<file path="config.mk">
export PLATFORM = sky130hd
export DESIGN_NAME = keypad_scanner_flat
export DESIGN_NICKNAME = d
export VERILOG_FILES = /design/src/rtl/keypad_scanner_pkg.sv /design/src/rtl/keypad_scanner_if.sv /design/src/rtl/keypad_scanner_debounce.sv /design/src/rtl/keypad_scanner.sv /design/src/flat_wrapper.sv
export SDC_FILE = /design/constraint.sdc
export NUM_CORES = 1
export LEC_CHECK = 0
export CORE_MARGIN = 4
export CORE_UTILIZATION = 30
export CTS_BUF_LIST = sky130_fd_sc_hd__clkbuf_2 sky130_fd_sc_hd__clkbuf_4 sky130_fd_sc_hd__clkbuf_8
export CTS_CLUSTER_DIAMETER = 80
export DETAILED_ROUTE_END_ITERATION = 10
export SLEW_MARGIN = 30
export SYNTH_ARGS = -nofsm -noshare
export SYNTH_HDL_FRONTEND = slang
export SYNTH_SLANG_ARGS = --single-unit
</file>
<file path="constraint.sdc">
create_clock -name clk -period 3.25 [get_ports clk]
set_clock_uncertainty 0.1 [all_clocks]
set_input_delay 0.325 -clock clk [delete_from_list [all_inputs] [get_ports clk]]
set_output_delay 0.325 -clock clk [all_outputs]
set_load 0.02 [all_outputs]
</file>
<file path="src/rtl/keypad_scanner_pkg.sv">
// Shared keypad definitions: key codes, matrix size, debounce FSM states and
// the frame-priority helper.
package keypad_defs;
  localparam logic [4:0] KEY_NONE = 5'd0;
  localparam logic [4:0] KEY_BASE = 5'd4;
  localparam int NUM_ROWS = 4;
  localparam int NUM_COLS = 4;

  typedef enum logic [1:0] {
    IDLE    = 2'd0,
    CONFIRM = 2'd1,
    HELD    = 2'd2
  } deb_state_e;

  // Bit index is 4*row+col; scanning downwards leaves the lowest pressed code.
  function automatic logic [4:0] lowest_key(input logic [NUM_ROWS*NUM_COLS-1:0] bits);
    logic [4:0] code;
    code = KEY_NONE;
    for (int i = NUM_ROWS*NUM_COLS-1; i >= 0; i--)
      if (bits[i]) code = KEY_BASE + 5'(i);
    return code;
  endfunction
endpackage

</file>
<file path="src/rtl/keypad_scanner_if.sv">
// Keypad matrix pins plus the debounced key output of the scanner.
interface keypad_scanner_if;
  logic [3:0] row_n;
  logic [3:0] col_n;
  logic [4:0] keycode;
  logic       ready;

  modport master (output row_n, keycode, ready, input col_n);
  modport slave  (input row_n, keycode, ready, output col_n);
endinterface

</file>
<file path="src/rtl/keypad_scanner_debounce.sv">
// Debounce FSM: a frame code must repeat DEBOUNCE_FRAMES times before it
// replaces the registered keycode/ready pair.
module keypad_debounce
  import keypad_defs::*;
#(
  parameter int DEBOUNCE_FRAMES = 8
) (
  input  logic       clk,
  input  logic       rst_n,
  input  logic       frame_valid,
  input  logic [4:0] frame_code,
  output logic [4:0] keycode,
  output logic       ready
);
  logic [4:0] cand_q;
  logic [7:0] cnt_q;
  logic [4:0] keycode_q;
  logic       ready_q;
  deb_state_e state_q;

  // CONFIRM is held exactly while the candidate differs from the output.
  always_ff @(posedge clk or negedge rst_n) begin
    if (!rst_n) begin
      cand_q    <= KEY_NONE;
      cnt_q     <= '0;
      keycode_q <= KEY_NONE;
      ready_q   <= 1'b0;
      state_q   <= IDLE;
    end else if (frame_valid) begin
      if (frame_code != cand_q) begin
        cand_q <= frame_code;
        cnt_q  <= 8'd1;
        if (frame_code != keycode_q)    state_q <= CONFIRM;
        else if (keycode_q == KEY_NONE) state_q <= IDLE;
        else                            state_q <= HELD;
      end else if (cnt_q != 8'(DEBOUNCE_FRAMES)) begin
        cnt_q <= cnt_q + 8'd1;
      end
    end else if (state_q == CONFIRM && cnt_q == 8'(DEBOUNCE_FRAMES)) begin
      keycode_q <= cand_q;
      ready_q   <= (cand_q != KEY_NONE);
      state_q   <= (cand_q != KEY_NONE) ? HELD : IDLE;
    end
  end

  assign keycode = keycode_q;
  assign ready   = ready_q;
endmodule

</file>
<file path="src/rtl/keypad_scanner.sv">
// 4x4 keypad scanner: row rotation, column synchronizer, frame encoding and
// debounce. Define KEYPAD_GHOST_REJECT_EN to report multi-key frames as no key.
module keypad_scanner
  import keypad_defs::*;
#(
  parameter int SCAN_DIV        = 1000,
  parameter int DEBOUNCE_FRAMES = 8
) (
  input  logic             clk,
  input  logic             rst_n,
  keypad_scanner_if.master kp
);
  logic [3:0]  col_s1_q, col_s2_q;
  logic [15:0] div_q;
  logic [1:0]  row_q;
  logic [3:0]  row_n_q;
  logic [11:0] press_q;
  logic        sample;
  logic        frame_valid;
  logic [15:0] frame_bits;
  logic [4:0]  frame_code;

  assign sample      = (div_q == 16'(SCAN_DIV - 1));
  assign frame_valid = sample && (row_q == 2'd3);
  // Rows 0..2 come from the stored samples, row 3 is taken live on its edge.
  assign frame_bits  = {~col_s2_q, press_q};

`ifdef KEYPAD_GHOST_REJECT_EN
  assign frame_code = ((frame_bits & (frame_bits - 16'd1)) != '0) ? KEY_NONE
                                                                  : lowest_key(frame_bits);
`else
  assign frame_code = lowest_key(frame_bits);
`endif

  always_ff @(posedge clk or negedge rst_n) begin
    if (!rst_n) begin
      col_s1_q <= 4'b1111;
      col_s2_q <= 4'b1111;
      div_q    <= '0;
      row_q    <= '0;
      row_n_q  <= 4'b1110;
      press_q  <= '0;
    end else begin
      col_s1_q <= kp.col_n;
      col_s2_q <= col_s1_q;
      if (sample) begin
        div_q   <= '0;
        row_q   <= row_q + 2'd1;
        row_n_q <= {row_n_q[2:0], row_n_q[3]};
        if (row_q != 2'd3) press_q[{row_q, 2'b00} +: 4] <= ~col_s2_q;
      end else begin
        div_q <= div_q + 16'd1;
      end
    end
  end

  assign kp.row_n = row_n_q;

  keypad_debounce #(.DEBOUNCE_FRAMES(DEBOUNCE_FRAMES)) u_deb (
    .clk        (clk),
    .rst_n      (rst_n),
    .frame_valid(frame_valid),
    .frame_code (frame_code),
    .keycode    (kp.keycode),
    .ready      (kp.ready)
  );
endmodule
</file>
<file path="src/flat_wrapper.sv">
// flat-port wrapper written by rule: the top's interface ports become plain ports
module keypad_scanner_flat import keypad_defs::*;
#(
  parameter int SCAN_DIV        = 1000,
  parameter int DEBOUNCE_FRAMES = 8
)
  (clk, rst_n, kp_row_n, kp_keycode, kp_ready, kp_col_n);
  keypad_scanner_if kp_i ();
  input  logic clk;
  input  logic rst_n;
  output wire logic [$bits(kp_i.row_n)-1:0] kp_row_n;
  output wire logic [$bits(kp_i.keycode)-1:0] kp_keycode;
  output wire logic [$bits(kp_i.ready)-1:0] kp_ready;
  input wire logic [$bits(kp_i.col_n)-1:0] kp_col_n;
  assign kp_row_n = kp_i.row_n;
  assign kp_keycode = kp_i.keycode;
  assign kp_ready = kp_i.ready;
  assign kp_i.col_n = kp_col_n;
  keypad_scanner #(.SCAN_DIV(SCAN_DIV), .DEBOUNCE_FRAMES(DEBOUNCE_FRAMES)) u_core (.clk(clk), .rst_n(rst_n), .kp(kp_i));
endmodule
</file>
# Word level (Yosys, flattened, before mapping)

Index checks and enable logic that the tools add are counted.

Register bits: 63
Input port bits: 6
Output and inout port bits: 10
Logic and storage cells: 65

Add/sub/neg operators: 4
Equal/unequal tests: 9
Shifts and indexed selects: 2
Multiplexer cells: 26
Bitwise logic cells: 2
Reductions and logical operators: 11

Operator list:

| kind                                                   | count |
|---|---|
| 2-to-1 mux 5 bit                                       | 16 |
| adder 16 x 1 -> 16 bit (second input constant)         | 1 |
| equality test 16 x 10 -> 1 bit (second input constant) | 1 |
| 2-to-1 mux 16 bit                                      | 1 |
| 2-to-1 mux 8 bit                                       | 2 |
| bitwise mux 12 bit                                     | 1 |
| 2-to-1 mux 2 bit                                       | 6 |
| variable shift 4 x 6 -> 12 bit (first input constant)  | 1 |
| indexed part select 4 x 6 -> 12 bit                    | 1 |
| inequality test 5 bit                                  | 2 |
| AND reduction 2 bit                                    | 5 |
| adder 8 x 1 -> 8 bit (second input constant)           | 1 |
| equality test 8 x 4 -> 1 bit (second input constant)   | 1 |
| inequality test 8 x 4 -> 1 bit (second input constant) | 1 |
| negation 4 -> 6 bit                                    | 1 |
| zero test 5 bit                                        | 1 |
| nonzero test 5 bit                                     | 1 |
| inequality test 2 bit (second input constant)          | 2 |
| NOT 4 bit                                              | 1 |
| nonzero test 2 bit                                     | 2 |
| adder 2 x 1 -> 2 bit (second input constant)           | 1 |
| equality test 2 x 1 -> 1 bit (second input constant)   | 1 |
| equality test 2 bit (second input constant)            | 1 |
| logical AND 1 bit                                      | 2 |
| NOT 1 bit                                              | 1 |

# Longest topological paths before layout

Depth in word-level cells: 21
Gate-level depth with buffers: 8
Mapped depth without buffers: 7

# By module

From an unflattened synthesis, not the netlist that was laid out.

Cell total of the unflattened synthesis: 278
Area, all modules: 3150.5 um^2

Modules (own cells, without submodules):

| module          | instances | cells an instance | area an instance (um^2) | sequential area each (um^2) |
|---|---|---|---|---|
| keypad_scanner  | 1         | 171               | 1976.9                  | 1064.8 |
| keypad_debounce | 1         | 107               | 1173.6                  | 525.5 |

# Worst setup path after synthesis

No wires, ideal clock.

Path type: register to register
Start: reg u_core.col_s2_q[2]
End: reg u_core.u_deb.cand_q[3]
Library setup time: 0.125 ns
Data arrival time: 2.060 ns
Data required time: 3.025 ns
Slack: 0.965 ns
Stages on the path, launching flop included: 8
Path buffers: 0
Clock period less this slack: 2.285 ns
Path through: dfstp_2 > nand2_1 > a311o_1 > a311oi_4 > xor2_2 > o211ai_2 > and2_4 > mux2_4

Word-level cells in the longest chain between the ends: 18

RTL lines:

| element                              | RTL line                      | RTL |
|---|---|---|
| start: declaration                   | keypad_scanner.sv:13          | `logic [3:0] col_s1_q, col_s2_q;` |
| start signal: assignment             | keypad_scanner.sv:45          | `col_s2_q <= col_s1_q;` |
| NOT 4 bit *                          | keypad_scanner.sv:26          | `assign frame_bits = {~col_s2_q, press_q};` |
| 2-to-1 mux 5 bit * (15 in series)    | keypad_scanner_pkg.sv:20      | `if (bits[i]) code = KEY_BASE + 5'(i);` |
| inequality test 5 bit                | keypad_scanner_debounce.sv:30 | `if (frame_code != cand_q) begin` |
| AND reduction 2 bit (no source line) | -                             |  |
| end signal: assignment               | keypad_scanner_debounce.sv:31 | `cand_q <= frame_code;` |
| end: declaration                     | keypad_scanner_debounce.sv:15 | `logic [4:0] cand_q;` |

Mark *: on every way between the ends. The rest lies on a longest branch, timed or not.
A chain may end at the register's enable or synchronous reset.

# Worst setup path in the final report

Start: reg u_core.col_s2_q[0]
End: reg u_core.u_deb.cnt_q[7]

Word-level cells in the longest chain between the ends: 17
Elaborated cells between the ends (all ways): 18
Classes of those cells: eq/ne: 1; mux: 14; bitwise: 1; reduce/logical: 2

RTL lines:

| element                              | RTL line                      | RTL |
|---|---|---|
| NOT 4 bit *                          | keypad_scanner.sv:26          |  |
| 2-to-1 mux 5 bit * (13 in series)    | keypad_scanner_pkg.sv:20      |  |
| inequality test 5 bit *              | keypad_scanner_debounce.sv:30 |  |
| nonzero test 2 bit (no source line)  | -                             |  |
| AND reduction 2 bit (no source line) | -                             |  |
| end signal: assignment               | keypad_scanner_debounce.sv:37 | `cnt_q <= cnt_q + 8'd1;` |
| end: declaration                     | keypad_scanner_debounce.sv:16 | `logic [7:0] cnt_q;` |

Marks and branches as above.

==> metrics.md <==
| Metric | Value |
|---|---|
| Die Span Y | `110 µm` |
| Critical path class | `flop to flop` |
| Setup Slack @ Placement | `just under 0.6 ns` |
| Antenna diode count | `0` |
| Crit path DAT | `2.86 ns` |
| Worst setup EP type | `flop` |
| Multi-input logic area | `1480 µm²` |
| Core box area | `~10000 µm²` |
| Gp weighted congestion | `0.805` |
| Finished Layout Cells | `459` |
| Slew @ Worst Pin | `a little over 0.6 ns` |
| Placement Cell Area | `3450 µm²` |
| Max-slew violations | `0` |
| Post-synthesis mux area share | `4.68%` |
| Total gr overflow | `0` |
| Clock Tree Buf Depth | `2` |
| NumNets Final | `332` |
| Post-route DRC | `0` |
| Startpoint Class | `flop` |
| Setup ws final | `0.526 ns` |
| RR Endpoint | `u_core.u_deb.cnt_q[7]` |
| Mapped cell area | `3130 µm²` |
| Layout cells sized above 1 | `17.6%` |
| CP most frequent cell | `nor2_1` |
| Post-synthesis adder-cell area fraction | `under 10%` |
| WHS Endpoint | `u_core.col_s2_q[0]` |
| Dpl hpwl | `slightly above 4000 µm` |
| Die footprint | `12100 µm²` |
| Post-Synth XOR/XNOR Area | `about 5.6%` |
| Hold Vio Cnt, Final | `0` |
| Synth Area in Simple Gates | `21.1%` |
| Via count | `2200` |
| Clock Pin Slew Worst Setup and Hold Paths | `approximately 0.070 ns` |
| I/O Pins | `16` |
| Synth Flop Type | `dfrtp_1` |
| Setup TNS | `0 ns` |
| Routed wire per std cell | `~13 µm` |
| Vias per cell | `between 4 and 5` |
| Vias in the first global route | `~2100` |
| H-Tree Depth | `3` |
| Synth warn | `0` |
| Relative slew slack | `between 50 and 60%` |
| DRT iter0 DRCs | `136` |
| Final setup fails | `0` |
| Commonest non-fill, non-tap cell in the layout | `dfrtp_1` |
| Port bufs | `15` |
| Crit path cell chain | `nor2_1, a311o_1, a21oi_1, nor3_1, o211ai_2, nor2_1, a221o_1` |
| Async set or reset register ratio after synthesis | `100%` |
| TritonCTS clock tree | `done` |
| Largest family of logic cells by synthesized area | `simple AND/OR/NAND/NOR gates` |
| Critical-path top delay cell | `dfstp_2` |
| Worst r2r src | `u_core.col_s2_q[0]` |
| Tot Pwr | `1.51 mW` |
| DP Cell Count | `442` |
| Global-route wire length before repair | `10200 µm` |
| Distinct cells, synth | `56` |
| Crit path time final | `roughly 2.7 ns` |
| Worst Hold Class | `flop to flop` |
| Status | `finished, final reports clean` |
| Die outline width | `110 µm` |
| Worst EP required | `about 3.4 ns` |
| Worst-path maximum fanout | `12` |
| Tcrit/Tclk final | `83.8%` |
| LEAKAGE | `1.55 nW` |
| Antenna violations before repair | `0` |
| Sink Count | `63` |
| Syn nets | `305` |
| CTS Buf Count | `9` |
| Worst skew pair latency | `around 0.35 ns` |
| EDFF count, synth | `0` |
| Max Freq | `367 MHz` |
| Hold path start | `u_core.col_s1_q[0]` |
| Synth Area in Compound Gates | `12.6%` |
| CTS root buffer | `clkbuf_8` |
| Cell area after layout | `3660 µm²` |
| Synthesis-to-layout area growth | `16.9%` |
| Largest net degree at the start of global routing | `50` |
| Slowest Stage Delay on Critical Path | `0.59 ns` |
| Post-Syn Instances | `between 200 and 300` |
| WHS | `about 0.26 ns` |
| Sequential cell area | `1590 µm²` |
| Cell depth of the worst flop-to-flop path | `7` |
| DRT Pass-1 Iters | `4` |
| Mean Syn Cell Area | `around 11 µm²` |
| Peak supply drop | `~0.23 mV` |
| R2r setup slk | `0.53 ns` |
| Power per cell area | `412 nW/µm²` |
| Antenna-violating nets left | `0` |
| Post-synthesis sequential area ratio | `50.9%` |
| Initial Util | `30.6%` |
| Tot GR Track Use | `10.9%` |
| Layout Utilization | `35.7%` |
| Most frequent cells in the layout | `dfrtp_1 (52), nand2_1 (32), nor2_1 (29)` |
| Setup repair after global routing missed its margin | `false` |
| Fillers | `1017` |
| Drt total wl | `5950 µm` |
| Worst Hold Depth | `0` |
| Site row count | `37` |
| Max_cap viols | `0` |
| #FFs+latches synth | `between 60 and 70` |
## registers in the layout, summed over array words and instances (netlist names)
register and count:
u_core.u_deb.cnt_q 8, u_core.col_s1_q 4, u_core.u_deb.cand_q 5, u_core.col_s2_q 4, u_core.kp.row_n 4, u_core.u_deb.ready 1, u_core.press_q 12, u_core.div_q 16
u_core.row_q 2, u_core.u_deb.state_q 2, u_core.u_deb.keycode 5
## worst max-delay path, delay by kind of cell, from the launching register on
kind	cells	cell delay, ns
AO/OA/AOI/OAI	4	1.52
flip-flops	1	0.59
AND/OR/NAND/NOR	3	0.40
## synth_stat cells, types with 4 or more instances
master	count	share of area, %
a21oi_1	10	1.6
a22o_1	4	1.1
and3_1	6	1.2
dfrtp_1	52	42
dfstp_2	11	9.2
ha_1	8	3.2
inv_1	9	1.1
mux2_2	9	3.2
nand2_1	32	3.8
nand3_1	14	2.2
nor2_1	29	3.5
nor2b_1	4	0.80
nor3_1	7	1.1
o21ai_0	6	0.96
o21ai_1	5	0.80
o31ai_1	12	2.9
xnor2_1	12	3.4
xor2_1	6	1.7
## where the power goes
group	total (mW)	leakage (nW)	internal, mW	switching [mW]
sequential	0.798	0.827	0.793	0.00490
clock	0.673	0.0975	0.360	0.313
combinational	0.0366	0.623	0.0132	0.0234
total	1.51	1.55	1.17	0.342
## layer usage
metal,GRT usage [%],vias to the layer above,share of wire [%]
met1,14.6,1054,51
met4,4.75,0,2.0
met2,16.0,41,43
li1,-,1093,-
met3,3.84,12,4.5
met5,0,-,0
## how the worst max path moves through the flow
| stage | start | to | slack, ns | depth (start not counted) |
|---|---|---|---|---|
| global placement | u_core.col_s2_q[2] | u_core.u_deb.cand_q[3] | 0.66 | 7 |
| global route | u_core.col_s2_q[0] | u_core.u_deb.cnt_q[7] | 0.35 | 7 |
| detailed placement | u_core.col_s2_q[2] | u_core.u_deb.cnt_q[7] | 0.58 | 7 |
| CTS | u_core.col_s2_q[2] | u_core.u_deb.cnt_q[7] | 0.57 | 7 |
| floorplan | u_core.col_s2_q[2] | u_core.u_deb.cand_q[3] | 0.97 | 7 |
| finish | u_core.col_s2_q[0] | u_core.u_deb.cnt_q[7] | 0.53 | 7 |
## what timing repair did
action                     CTS  global route
setup buffers                0             0
setup endpoints to repair    0             0
hold endpoints to repair    42             0
hold buffers                 1             0
resized for setup            0             0
## layout make-up
class                      count  area share [%]
clock buffer                  10            3.59
clock inverter                 6            1.64
inverter                       9           0.924
multi-input combinational    214            40.3
sequential                    63            43.5
tap                          136            4.65
timing repair buffer          21            5.34
## kinds of logic (layout without fill, tap and decap cells)
logic type / Yosys count / in the layout
mux: 13 / 13
flops: 63 / 63
fa+ha+maj: 8 / 8
xor+xnor: 19 / 19
compound gates: 53 / 53
buf+inv: 14 / 46
simple gates: 121 / 121
Power figures use the tool's default switching activity.
